--- config.mk ---
export PLATFORM = sky130hd
export DESIGN_NAME = mux_scan
export DESIGN_NICKNAME = d
export VERILOG_FILES = /design/src/rtl/mux_scan.sv
export SDC_FILE = /design/constraint.sdc
export NUM_CORES = 1
export LEC_CHECK = 0
export CAP_MARGIN = 40
export CORE_AREA = 2 2 39 41
export DETAILED_ROUTE_END_ITERATION = 12
export DIE_AREA = 0 0 41 43
export DONT_BUFFER_PORTS = 1
export PLACE_DENSITY_LB_ADDON = 0.05
export SLEW_MARGIN = 40
export SYNTH_ARGS = -nofsm -noshare
export SYNTH_HDL_FRONTEND = slang
export SYNTH_SLANG_ARGS = --single-unit
--- constraint.sdc ---
create_clock -name clk -period 2 [get_ports clk]
set_clock_uncertainty 0.2 [all_clocks]
set_input_delay 0.4 -clock clk [delete_from_list [all_inputs] [get_ports clk]]
set_output_delay 0.4 -clock clk [all_outputs]
set_load 0.02 [all_outputs]
--- src/rtl/mux_scan.sv ---
// rtl/mux_scan.sv - registered N-channel mux with manual select and auto-scan sequencing
module mux_scan #(
  parameter int N    = 4,
  parameter int W    = 1,
  parameter int HOLD = 1,
  localparam int SELW = (N > 2) ? $clog2(N) : 1
) (
  input  logic              clk,
  input  logic              rst_n,
  input  logic [N*W-1:0]    a,
  input  logic [SELW-1:0]   s,
  input  logic              mode,
  input  logic              en,
  output logic [W-1:0]      y,
  output logic [SELW-1:0]   y_sel,
  output logic              y_valid,
  output logic              wrap
);

  localparam int DW = (HOLD > 2) ? $clog2(HOLD) : 1;
  localparam logic [SELW-1:0] SEL_LAST  = SELW'(N - 1);
  localparam logic [DW-1:0]   DWELL_END = DW'(HOLD - 1);

  logic [SELW-1:0] sel_cnt;
  logic [DW-1:0]   dwell_cnt;
  logic [W-1:0]    man_data;
  logic [W-1:0]    scan_data;
  logic            s_ok;
  logic            sel_last;
  logic            dwell_last;

  // Loop-based decode keeps out-of-range selects from indexing past a.
  always_comb begin
    man_data  = '0;
    scan_data = '0;
    s_ok      = 1'b0;
    for (int i = 0; i < N; i++) begin
      if (s == SELW'(i)) begin
        man_data = a[i*W +: W];
        s_ok     = 1'b1;
      end
      if (sel_cnt == SELW'(i)) scan_data = a[i*W +: W];
    end
  end

  assign sel_last   = (sel_cnt == SEL_LAST);
  assign dwell_last = (dwell_cnt == DWELL_END);

  always_ff @(posedge clk or negedge rst_n) begin
    if (!rst_n) begin
      y         <= '0;
      y_sel     <= '0;
      y_valid   <= 1'b0;
      wrap      <= 1'b0;
      sel_cnt   <= '0;
      dwell_cnt <= '0;
    end else begin
      // Manual mode parks the scan position so the next scan starts at channel 0.
      if (!mode) begin
        sel_cnt   <= '0;
        dwell_cnt <= '0;
      end
      if (!en) begin
        y_valid <= 1'b0;
        wrap    <= 1'b0;
      end else if (!mode) begin
        y       <= s_ok ? man_data : '0;
        y_sel   <= s;
        y_valid <= s_ok;
        wrap    <= 1'b0;
      end else begin
        y       <= scan_data;
        y_sel   <= sel_cnt;
        y_valid <= 1'b1;
        wrap    <= sel_last && dwell_last;
        if (dwell_last) begin
          dwell_cnt <= '0;
          sel_cnt   <= sel_last ? '0 : sel_cnt + SELW'(1);
        end else begin
          dwell_cnt <= dwell_cnt + DW'(1);
        end
      end
    end
  end

endmodule

==> flow_summary.ini <==
[outcome]
outcome = finished, final reports clean

[clock_tree]
cts-root-buf = clkbuf_4
cts_buffers = 3
clk-insertion-delay-late_ns = 0.24
cts_tree = yes
post-cts-setup-buffer-count = 0
cts_max_level = 1
clkSinkCount = 8
clkTransAtPathRegs_ns = 0.05
cts_buffer_depth = 2

[power_and_ir_drop]
p_per_area_mw_per_mm2 = 717
leakagePower_nw = 0.251
max-vdd-ir-drop_v = 0.000401

[floorplanning]
rows = 14
boundaryPins = 15
coreArea_sq_mm = 0.00138
die_area_sq_mm = 0.00176
start_util_pct = 34.7
dieWidth_microns = 41
die_y_microns = 43

[route]
drc = 0
via_per_inst = 5.11
ant_nets = 0
wl_per_cell_microns = 13.5
drt_iter0_drc = 3
wirelength_microns = 867
first_pass_iters = 2
vias = 327

[sta]
tns_ns = 0
worst_slew_pin_slew_ns = 0.363
finalCritPeriodShare_pct = 77.9
finalSetupViolations = 0
rsz0062_at_grt = false
fmax_ghz = 0.642
maxSlewHeadroom_pct = 75.7
finalHoldViolations = 0
finalMaxSlewViolations = 0
finalCriticalPeriod_ns = 1.56

[hold_path]
hp-start = en
hold_path.class = primary input to flop

[yosys]
synth-seq-cells = 8
ys_seq_area_share_pct = 41.7
ys_types = 20
synth-edff-count = 0
synth.avg_cell_area_sq_um = 10.4
synth_fp_nets = 60
syn_inst = 46
synth-main-ff-cell = dfrtp_1
synth_area_sq_um = 480
synthArstFlopShare_pct = 100
yosys_warnings = 0

[place]
io_buffers = 0
dp_hpwl_microns = 723
gp_congestion = 0.714

[finish]
register_area_sq_um = 200
multi_input_area_sq_um = 246
drive_above_1_share_pct = 12.5
areaGrowthSynthToFinish_pct = 8.33
antenna-diode-count = 0
num-fill-cells = 149
final_util_pct = 37.6
fin_nets = 64

[worst_setup_path]
required_ns = 1.93
cpPeakStageDelay_ns = 0.44
r2r_setup_slack_ns = 0.44
critPathLaunchType = flop
cp_data_arrival_time_ns = 1.49
endpoint_kind = flop
r2r_start = sel_cnt[0]
path_cells = ha_1 -> nor2_1 -> a211oi_1 -> a221o_1
crit_family = flip-flops
crit_fanout = 6
slowest_stage = dfrtp_1
worstSetupStartpoint = sel_cnt[0]
path_class = flop to flop
critPathBufInv = 0

[grt]
grt_pass1_wl_mm = 1.47
track_usage_pct = 12.3
antenna_found_initial = 0
grt_pass1_vias = 370
grt_overflow = 0
grt_max_degree = 11

[run]
cap_violations = 0
flip-flops by register name (all words and copies together) (netlist names):
name / count
y: 1
sel_cnt: 2
y_sel: 2
wrap: 1
y_valid: 1
dwell_cnt: 1
repair_timing:
| item | CTS | global route |
|---|---|---|
| gates resized for setup | 0 | 0 |
| endpoints found under the setup margin | 0 | 0 |
| hold buffers | 2 | 0 |
| endpoints found under the hold margin | 9 | 0 |
power by group:
| part | internal (mW) | switching, mW |
|---|---|---|
| registers | 0.176 | 0.0262 |
| logic | 0.0284 | 0.0240 |
| clock network | 0.0684 | 0.0506 |
kinds of logic (layout without fill, tap and decap cells):
| logic type | count (synthesis) | in the layout | synth area share, % |
|---|---|---|---|
| DFF | 8 | 8 | 41.7 |
| buffers and inverters | 6 | 8 | 7.03 |
| adders and majority gates | 4 | 4 | 10.4 |
| and+or+nand+nor | 15 | 15 | 17.4 |
| muxes | 6 | 6 | 12.5 |
| AOI/OAI and AO/OA | 7 | 7 | 10.9 |
final cells by class:
class                           instances  area share (%)
Clock buffer                            3            4.33
Inverter                                3            2.16
Multi-Input combinational cell         32            47.4
Sequential cell                         8            38.5
Tap cell                               16            3.85
Timing Repair Buffer                    2            3.85
cell usage after synthesis (2+ instances only):
master | count | area [sq um]
and3_2 | 2 | 15.0
nor2_1 | 5 | 18.8
a21oi_1 | 2 | 10.0
nor2b_1 | 3 | 18.8
ha_1 | 4 | 50.1
nand2_1 | 2 | 7.51
inv_1 | 3 | 11.3
dfrtp_1 | 8 | 200
mux2i_1 | 6 | 60.1
placed cells by master (no fill, tap or decap):
cell type,instances
o21ai_0,1
nor2b_1,3
o22ai_2,1
and2b_1,1
clkbuf_4,3
dfrtp_1,8
dlygate4sd3_1,2
or3b_1,1
nor2_1,5
o211ai_1,1
ha_1,4
a221o_1,1
a21oi_1,2
and3_2,2
a211oi_1,1
nand2_1,2
nand3b_1,1
mux2i_1,6
inv_1,3
per-stage QoR:
| step | area, sq um | std cells | hold WS [ns] | worst slack [ns] | power, mW |
|---|---|---|---|---|---|
| 4_1_cts | 520 | 64 | 0.0254 | 0.440 | 0.379 |
| 5_1_grt | 520 | 64 | 0.0258 | 0.365 | 0.401 |
| 2_1_floorplan | 480 | 46 | -0.0956 | 0.557 | 0.248 |
| 6_report | 520 | 64 | 0.0323 | 0.442 | 0.373 |
| 3_5_place_dp | 478 | 59 | -0.0954 | 0.448 | 0.252 |
| 3_3_place_gp | 478 | 59 | -0.0954 | 0.526 | 0.250 |
per-layer routing:
metal	up-vias	routed length (microns)	global-route usage, %	share of wire (%)
met5	-	0	0	0
li1	162	-	-	-
met3	0	86	6.28	9.9
met1	152	358	13.4	41
met4	0	0	2.00	0
met2	13	422	20.6	49
path summary, 6_finish.rpt:
check,cells past startpoint,endpoint
max,4,y
max reg2reg,4,y
min in group asynchronous,1,wrap
max in group asynchronous,1,y_sel[0]
min,1,y_sel[1]
min reg2reg,1,dwell_cnt
No activity file was read; power rests on OpenSTA's default activity.
